<file path="src/rtl/mem_access_unit_pkg.sv">
// Shared constants for the memory stage:
// opcodes, exception causes, FSM states.
package mem_pkg;

  localparam logic [5:0] OP_LB  = 6'd20;
  localparam logic [5:0] OP_LH  = 6'd21;
  localparam logic [5:0] OP_LW  = 6'd22;
  localparam logic [5:0] OP_LBU = 6'd23;
  localparam logic [5:0] OP_LHU = 6'd24;
  localparam logic [5:0] OP_SB  = 6'd25;
  localparam logic [5:0] OP_SH  = 6'd26;
  localparam logic [5:0] OP_SW  = 6'd27;

  localparam logic [1:0] CAUSE_LD_MIS = 2'd0;
  localparam logic [1:0] CAUSE_ST_MIS = 2'd1;
  localparam logic [1:0] CAUSE_LD_ERR = 2'd2;
  localparam logic [1:0] CAUSE_ST_ERR = 2'd3;

  typedef enum logic [1:0] {
    S_IDLE = 2'd0,
    S_REQ  = 2'd1,
    S_RESP = 2'd2,
    S_DONE = 2'd3
  } state_e;

endpackage

</file>
<file path="src/rtl/mem_access_unit_if.sv">
// Data-bus request/grant/response interface
// between the load/store unit and memory.
interface mem_access_unit_if;

  logic        bus_req;
  logic        bus_we;
  logic [31:0] bus_addr;
  logic [31:0] bus_wdata;
  logic [3:0]  bus_wstrb;
  logic        bus_gnt;
  logic        bus_rvalid;
  logic [31:0] bus_rdata;
  logic        bus_err;

  modport master (
    output bus_req,
    output bus_we,
    output bus_addr,
    output bus_wdata,
    output bus_wstrb,
    input  bus_gnt,
    input  bus_rvalid,
    input  bus_rdata,
    input  bus_err
  );

  modport slave (
    input  bus_req,
    input  bus_we,
    input  bus_addr,
    input  bus_wdata,
    input  bus_wstrb,
    output bus_gnt,
    output bus_rvalid,
    output bus_rdata,
    output bus_err
  );

endinterface

</file>
<file path="src/rtl/mem_access_unit_load_align.sv">
// Load data lane selection and
// sign/zero extension.
module load_align
  import mem_pkg::*;
(
  input  logic [31:0] rdata_i,
  input  logic [1:0]  addr_i,
  input  logic [5:0]  instr_id_i,
  output logic [31:0] data_o
);

  logic [7:0]  byte_w;
  logic [15:0] half_w;

  // pick the addressed lane, then extend
  always_comb begin
    byte_w = rdata_i[{addr_i, 3'b000} +: 8];
    half_w = addr_i[1] ? rdata_i[31:16]
                       : rdata_i[15:0];
    unique case (instr_id_i)
      OP_LB:   data_o = {{24{byte_w[7]}}, byte_w};
      OP_LBU:  data_o = {24'd0, byte_w};
      OP_LH:   data_o = {{16{half_w[15]}}, half_w};
      OP_LHU:  data_o = {16'd0, half_w};
      default: data_o = rdata_i;
    endcase
  end

endmodule

</file>
<file path="src/rtl/mem_access_unit.sv">
// Memory-stage load/store unit: one bus
// transaction at a time, stalls EX_MEM.
module mem_access_unit
  import mem_pkg::*;
(
  input  logic        clk,
  input  logic        rst_n,
  input  logic        valid_in,
  input  logic [5:0]  instr_id_in,
  input  logic [31:0] mem_addr_in,
  input  logic [31:0] rs2_value_in,
  input  logic [31:0] exec_output_in,
  input  logic [4:0]  rd_addr_in,
  input  logic        rd_valid_in,
  mem_access_unit_if.master bus,
  output logic        mem_stall,
  output logic        wb_valid,
  output logic [4:0]  wb_rd_addr,
  output logic        wb_rd_valid,
  output logic [31:0] wb_result,
  output logic        mem_exc,
  output logic [1:0]  mem_exc_cause
);

  state_e      state_q;
  state_e      state_d;
  logic        req_q;
  logic        we_q;
  logic [31:0] addr_q;
  logic [31:0] wdata_q;
  logic [3:0]  wstrb_q;
  logic [31:0] load_q;
  logic        err_q;
  logic        exc_q;

  logic        is_load;
  logic        is_store;
  logic        is_byte;
  logic        is_half;
  logic        is_word;
  logic        misal;
  logic        go;
  logic [31:0] wdata_w;
  logic [3:0]  wstrb_w;
  logic [31:0] ld_data;

  load_align u_align (
    .rdata_i    (bus.bus_rdata),
    .addr_i     (mem_addr_in[1:0]),
    .instr_id_i (instr_id_in),
    .data_o     (ld_data)
  );

  // decode the slot and build store lanes
  always_comb begin
    is_load  = valid_in &&
      (instr_id_in inside
        {OP_LB, OP_LH, OP_LW, OP_LBU, OP_LHU});
    is_store = valid_in &&
      (instr_id_in inside {OP_SB, OP_SH, OP_SW});
    is_byte  = instr_id_in inside
      {OP_LB, OP_LBU, OP_SB};
    is_half  = instr_id_in inside
      {OP_LH, OP_LHU, OP_SH};
    is_word  = instr_id_in inside {OP_LW, OP_SW};
    misal    = (is_load || is_store) &&
      ((is_half && mem_addr_in[0]) ||
       (is_word && (mem_addr_in[1:0] != 2'b00)));
    go       = (is_load || is_store) && !misal;
    wstrb_w  = 4'b1111;
    wdata_w  = rs2_value_in;
    unique case (1'b1)
      is_byte: begin
        wstrb_w = 4'b0001 << mem_addr_in[1:0];
        wdata_w = {4{rs2_value_in[7:0]}};
      end
      is_half: begin
        wstrb_w = 4'b0011 << mem_addr_in[1:0];
        wdata_w = {2{rs2_value_in[15:0]}};
      end
      default: ;
    endcase
  end

  // transaction sequencing
  always_comb begin
    state_d = state_q;
    unique case (state_q)
      S_IDLE: if (go) state_d = S_REQ;
      S_REQ:
        if (bus.bus_gnt)
          state_d = is_store ? S_DONE : S_RESP;
      S_RESP: if (bus.bus_rvalid) state_d = S_DONE;
      S_DONE: state_d = S_IDLE;
      default: state_d = S_IDLE;
    endcase
  end

  // state register
  always_ff @(posedge clk or negedge rst_n) begin
    if (!rst_n) state_q <= S_IDLE;
    else        state_q <= state_d;
  end

  // registered bus payload, held through REQ
  always_ff @(posedge clk or negedge rst_n) begin
    if (!rst_n) begin
      req_q   <= 1'b0;
      we_q    <= 1'b0;
      addr_q  <= 32'd0;
      wdata_q <= 32'd0;
      wstrb_q <= 4'd0;
    end else if (state_q == S_IDLE && go) begin
      req_q   <= 1'b1;
      we_q    <= is_store;
      addr_q  <= {mem_addr_in[31:2], 2'b00};
      wdata_q <= is_store ? wdata_w : 32'd0;
      wstrb_q <= is_store ? wstrb_w : 4'd0;
    end else if (state_q == S_REQ && bus.bus_gnt) begin
      req_q   <= 1'b0;
    end
  end

  // load data, error flag and DONE-entry pulse
  always_ff @(posedge clk or negedge rst_n) begin
    if (!rst_n) begin
      load_q <= 32'd0;
      err_q  <= 1'b0;
      exc_q  <= 1'b0;
    end else begin
      exc_q <= 1'b0;
      if (state_q == S_IDLE && go) begin
        err_q <= 1'b0;
      end else if (state_q == S_REQ &&
                   bus.bus_gnt && is_store) begin
        err_q <= bus.bus_err;
        exc_q <= bus.bus_err;
      end else if (state_q == S_RESP &&
                   bus.bus_rvalid) begin
        load_q <= ld_data;
        err_q  <= bus.bus_err;
        exc_q  <= bus.bus_err;
      end
    end
  end

  // writeback, stall and exception outputs
  always_comb begin
    wb_valid    = valid_in;
    wb_result   = exec_output_in;
    wb_rd_valid = rd_valid_in && valid_in;
    if (misal) begin
      wb_valid    = 1'b1;
      wb_rd_valid = 1'b0;
    end else if (go) begin
      wb_valid    = (state_q == S_DONE);
      wb_result   = is_load ? load_q
                            : exec_output_in;
      wb_rd_valid = (state_q == S_DONE) &&
        is_load && rd_valid_in && !err_q;
    end
    mem_stall = go && (state_q != S_DONE);
    mem_exc   = misal || exc_q;
    if (misal)
      mem_exc_cause = is_store ? CAUSE_ST_MIS
                               : CAUSE_LD_MIS;
    else if (exc_q)
      mem_exc_cause = is_store ? CAUSE_ST_ERR
                               : CAUSE_LD_ERR;
    else
      mem_exc_cause = 2'd0;
  end

  assign wb_rd_addr    = rd_addr_in;
  assign bus.bus_req   = req_q;
  assign bus.bus_we    = we_q;
  assign bus.bus_addr  = addr_q;
  assign bus.bus_wdata = wdata_q;
  assign bus.bus_wstrb = wstrb_q;

endmodule

</file>
<file path="src/flat_wrapper.sv">
// flat-port wrapper written by rule: the top's interface ports become plain ports
module mem_access_unit_flat import mem_pkg::*;
  (clk, rst_n, valid_in, instr_id_in, mem_addr_in, rs2_value_in, exec_output_in, rd_addr_in, rd_valid_in, mem_stall, wb_valid, wb_rd_addr, wb_rd_valid, wb_result, mem_exc, mem_exc_cause, bus_bus_req, bus_bus_we, bus_bus_addr, bus_bus_wdata, bus_bus_wstrb, bus_bus_gnt, bus_bus_rvalid, bus_bus_rdata, bus_bus_err);
  mem_access_unit_if bus_i ();
  input  logic clk;
  input  logic rst_n;
  input  logic valid_in;
  input  logic [5:0] instr_id_in;
  input  logic [31:0] mem_addr_in;
  input  logic [31:0] rs2_value_in;
  input  logic [31:0] exec_output_in;
  input  logic [4:0] rd_addr_in;
  input  logic rd_valid_in;
  output logic mem_stall;
  output logic wb_valid;
  output logic [4:0] wb_rd_addr;
  output logic wb_rd_valid;
  output logic [31:0] wb_result;
  output logic mem_exc;
  output logic [1:0] mem_exc_cause;
  output wire logic [$bits(bus_i.bus_req)-1:0] bus_bus_req;
  output wire logic [$bits(bus_i.bus_we)-1:0] bus_bus_we;
  output wire logic [$bits(bus_i.bus_addr)-1:0] bus_bus_addr;
  output wire logic [$bits(bus_i.bus_wdata)-1:0] bus_bus_wdata;
  output wire logic [$bits(bus_i.bus_wstrb)-1:0] bus_bus_wstrb;
  input wire logic [$bits(bus_i.bus_gnt)-1:0] bus_bus_gnt;
  input wire logic [$bits(bus_i.bus_rvalid)-1:0] bus_bus_rvalid;
  input wire logic [$bits(bus_i.bus_rdata)-1:0] bus_bus_rdata;
  input wire logic [$bits(bus_i.bus_err)-1:0] bus_bus_err;
  assign bus_bus_req = bus_i.bus_req;
  assign bus_bus_we = bus_i.bus_we;
  assign bus_bus_addr = bus_i.bus_addr;
  assign bus_bus_wdata = bus_i.bus_wdata;
  assign bus_bus_wstrb = bus_i.bus_wstrb;
  assign bus_i.bus_gnt = bus_bus_gnt;
  assign bus_i.bus_rvalid = bus_bus_rvalid;
  assign bus_i.bus_rdata = bus_bus_rdata;
  assign bus_i.bus_err = bus_bus_err;
  mem_access_unit u_core (.clk(clk), .rst_n(rst_n), .valid_in(valid_in), .instr_id_in(instr_id_in), .mem_addr_in(mem_addr_in), .rs2_value_in(rs2_value_in), .exec_output_in(exec_output_in), .rd_addr_in(rd_addr_in), .rd_valid_in(rd_valid_in), .bus(bus_i), .mem_stall(mem_stall), .wb_valid(wb_valid), .wb_rd_addr(wb_rd_addr), .wb_rd_valid(wb_rd_valid), .wb_result(wb_result), .mem_exc(mem_exc), .mem_exc_cause(mem_exc_cause));
endmodule
</file>
<file path="config.mk">
export PLATFORM = sky130hd
export DESIGN_NAME = mem_access_unit_flat
export DESIGN_NICKNAME = d
export VERILOG_FILES = /design/src/rtl/mem_access_unit_pkg.sv /design/src/rtl/mem_access_unit_if.sv /design/src/rtl/mem_access_unit_load_align.sv /design/src/rtl/mem_access_unit.sv /design/src/flat_wrapper.sv
export SDC_FILE = /design/constraint.sdc
export NUM_CORES = 1
export LEC_CHECK = 0
export CAP_MARGIN = 10
export CORE_MARGIN = 2
export CORE_UTILIZATION = 43
export CTS_BUF_LIST = sky130_fd_sc_hd__clkbuf_16
export DETAILED_ROUTE_END_ITERATION = 7
export HOLD_SLACK_MARGIN = 0.02
export PLACE_DENSITY_LB_ADDON = 0.2
export SLEW_MARGIN = 20
export SYNTH_ARGS = -nofsm -noshare
export SYNTH_HDL_FRONTEND = slang
export SYNTH_HIERARCHICAL = 1
export SYNTH_SLANG_ARGS = --single-unit
</file>
<file path="constraint.sdc">
create_clock -name clk -period 3.36 [get_ports clk]
set_clock_uncertainty 0.1 [all_clocks]
set_input_delay 0.504 -clock clk [delete_from_list [all_inputs] [get_ports clk]]
set_output_delay 0.504 -clock clk [all_outputs]
set_load 0.02 [all_outputs]
</file>
==> results.ini <==
[outcome]
run_status = finished, final reports clean

[floorplan]
fp.dieH_um = 122.5
placementRows = 43
placeableCoreArea_um2 = 13770
die-area_um2 = 15000
initial_core_util_pct = 43.83
number_of_top_level_pins = 259
floorplan.die.width_um = 122.5

[routing]
detailroute.via_count = 5283
totalWireLength_um = 18850
drt-vias-per-instance = 5.369
drt_iter0_markers = 215
drc_errors = 0
drt-pass1-iter-count = 4
route.antenna.remaining_nets = 0
wl_per_cell_um = 19.16

[logic_synthesis]
post_synth_mux_area_share_pct = 28.10
post-synth-top-count-cell = sky130_fd_sc_hd__mux2_2
synth.area.top_cells = sky130_fd_sc_hd__dfrtp_1 43%, sky130_fd_sc_hd__mux2_2 23%, sky130_fd_sc_hd__mux2i_1 3.5%
synthAdderAreaFrac_pct = 1.036
distinct_cells_synth = 61
share_of_the_synthesized_netlist_area_taken_by_xor_and_xnor_gates_pct = 0.4352
leading_post_synthesis_cells_by_instance_count = 121 x sky130_fd_sc_hd__mux2_2, 104 x sky130_fd_sc_hd__dfrtp_1, 34 x sky130_fd_sc_hd__nand2_1
synth_top_area_share_pct = 43.11
yosys_warnings = 6
synth_enable_flop_cells = 0
ys_dominant_reg_cell = sky130_fd_sc_hd__dfrtp_1
mappedNetlistArea_um2 = 6037
yosys_register_bits = 104
syn_avg_cell_area_um2 = 11.16
synth_compound_area_share_pct = 11.96
netlist_instances = 541
synth_top_family_by_area = multiplexers
asyncSetResetFlopFracSynth_pct = 100.0
synth_top_cell_by_area = sky130_fd_sc_hd__dfrtp_1
synth_simple_gate_area_share_pct = 10.03
yosysSeqAreaShare_pct = 43.11

[timing]
grt_setup_unrepaired = false
fin_hold_ws_ns = 0.1017
finalWorstSetupSlack_ns = 0.07069
hold_viol = 0
number_of_max_slew_violations_in_the_final_report = 0
finalSetupViolCount = 0
final.min_clock_period_ns = 3.289
final.period_utilization_pct = 97.90
worst_slew_pin_slew_ns = 0.7512
timing.setup.tns_ns = 0
slew_headroom_pct = 49.92
achievable-frequency_mhz = 304.0

[placement]
port_buffers = 246
setup_ws_pre_cts_ns = -0.3577
placedInstanceArea_um2 = 8822
place_hpwl_um = 13670
gp_congestion = 0.8889

[grt]
grt_remaining_overflow = 0
antenna_found_initial = 0
grt_start_max_net_pins = 59
first_global_vias = 5415
grt_pass1_wl_um = 28640
globalRouteTotalUtil_pct = 24.88

[worst_setup_path]
timing.critical_path.slowest_cell_delay_ns = 0.44
critical_path_required_ns = 2.76
crit_path_cell_trace = clkbuf_2 > or3b_4 > a21oi_4 > a31oi_4 > o21ai_4 > clkbuf_16 > mux2_2 > dlygate4sd2_1
classification_of_the_worst_setup_path = in2out
timing.critical_path.from_type = primary input
ff2ff_path_depth = 8
end_kind = primary output
worst-endpoint-arrival_ns = 2.69
cp_max_fo = 8
cpMaxStageDelayCell = sky130_fd_sc_hd__or3b_4

[clocking]
numCtsBuffers = 9
tritoncts_num_sinks = 104
insertion_delay_ns = 0.35
h-tree-depth = 3
tritoncts = yes
cts-root-buf = sky130_fd_sc_hd__clkbuf_16
ctsLongestPathBuffers = 2
worst_setup_hold_path_clk_slew_ns = 0.08
holdBufCountCts = 0

[finish]
flow.area_growth_from_synthesis_pct = 54.22
drive_above_1_share_pct = 25.75
antennaDiodeCount = 0
final_layout_net_count = 950
final_design_area_no_fill_um2 = 9310
utilization_pct = 67.60

[job]
maxCapViolCount = 0

[worst_hold_path]
hold_path_class = in2async

[power]
power.density_cell_area_nw_per_um2 = 565.2
worst_ir_drop_vdd_uv = 521.9
leakagePower_nw = 4.135

cell type report:
cell class / instances / area (um2)
Inverter: 17 / 63.81
Timing Repair Buffer: 288 / 2861
Multi-Input combinational cell: 379 / 3211
Fill cell: 1112 / 4463
Clock inverter: 7 / 121.4
Sequential cell: 104 / 2603
Tap cell: 180 / 225.2
Clock buffer: 9 / 225.2
repair_timing:
action                                  4_1_cts  5_1_grt
gates resized for setup                      50       25
setup buffers                                 1        2
endpoints found under the setup margin       38       36
pin swaps                                     1        2
gates cloned                                  2        1
kinds of logic after synthesis:
kind of cell / after synthesis
xor gates and xnor gates: 3
other: 1
AOI/OAI and AO/OA: 97
buffers and inverters: 59
muxes: 152
and+or+nand+nor: 120
adders and majority gates: 5
DFF: 104
per-layer routing:
| layer | global-route usage [%] | vias up | routed length [um] |
|---|---|---|---|
| met5 | 0 | - | 0 |
| met4 | 7.687 | 0 | 288 |
| met3 | 8.968 | 20 | 1971 |
| met2 | 41.32 | 203 | 9095 |
| met1 | 30.26 | 2588 | 7495 |
| li1 | - | 2472 | - |
registers in the layout (all words and copies together) (netlist names):
| signal | cells |
|---|---|
| u_core/bus.bus_wdata | 32 |
| u_core/exc_q | 1 |
| u_core/bus.bus_wstrb | 4 |
| u_core/state_q | 2 |
| u_core/load_q | 32 |
| u_core/bus.bus_req | 1 |
| u_core/bus.bus_addr | 30 |
| u_core/err_q | 1 |
| u_core/bus.bus_we | 1 |
layout by cell type (no fill, tap or decap), drive strengths merged, types with 17 or more instances in the layout:
master         Yosys  final
mux2             130    130
a21oi             17     17
nor2              31     31
mux2i             21     21
nand2             34     34
inv               17     20
dlygate4sd2        0     29
dfrtp            104    104
o21ai             20     20
a21o              18     18
nand3             20     20
buf               31     44
clkdlybuf4s50      0    205
critical path, delay by kind of cell:
family / cells / cell delay [ns]
buf+inv: 3 / 0.71
compound gates: 3 / 0.68
simple gates: 1 / 0.44
mux: 1 / 0.33
worst paths after layout:
check | start | endpoint | slack, ns
worst min register to register | u_core/bus.bus_req | u_core/bus.bus_req | 0.39
min in group clk | u_core/bus.bus_req | u_core/bus.bus_req | 0.39
worst min-delay path | rst_n | u_core/bus.bus_wdata[19] | 0.10
max in group asynchronous | rst_n | u_core/bus.bus_wdata[5] | 2.29
worst max-delay path | instr_id_in[0] | wb_result[25] | 0.07
worst max register to register | u_core/state_q[1] | u_core/bus.bus_addr[29] | 1.09
power by group:
part           switching [W]  internal, W
Clock               0.000525     0.000677
Combinational       0.000940      0.00113
Sequential          0.000275      0.00171
Total                0.00174      0.00352
through the flow:
| stage | cells | total power, W |
|---|---|---|
| floorplan | 542 | 0.003057 |
| global placement | 962 | 0.004023 |
| detailed placement | 962 | 0.004089 |
| CTS | 981 | 0.005301 |
| global route | 984 | 0.005542 |
| finish | 984 | 0.005262 |
Power figures use the tool's default switching activity.
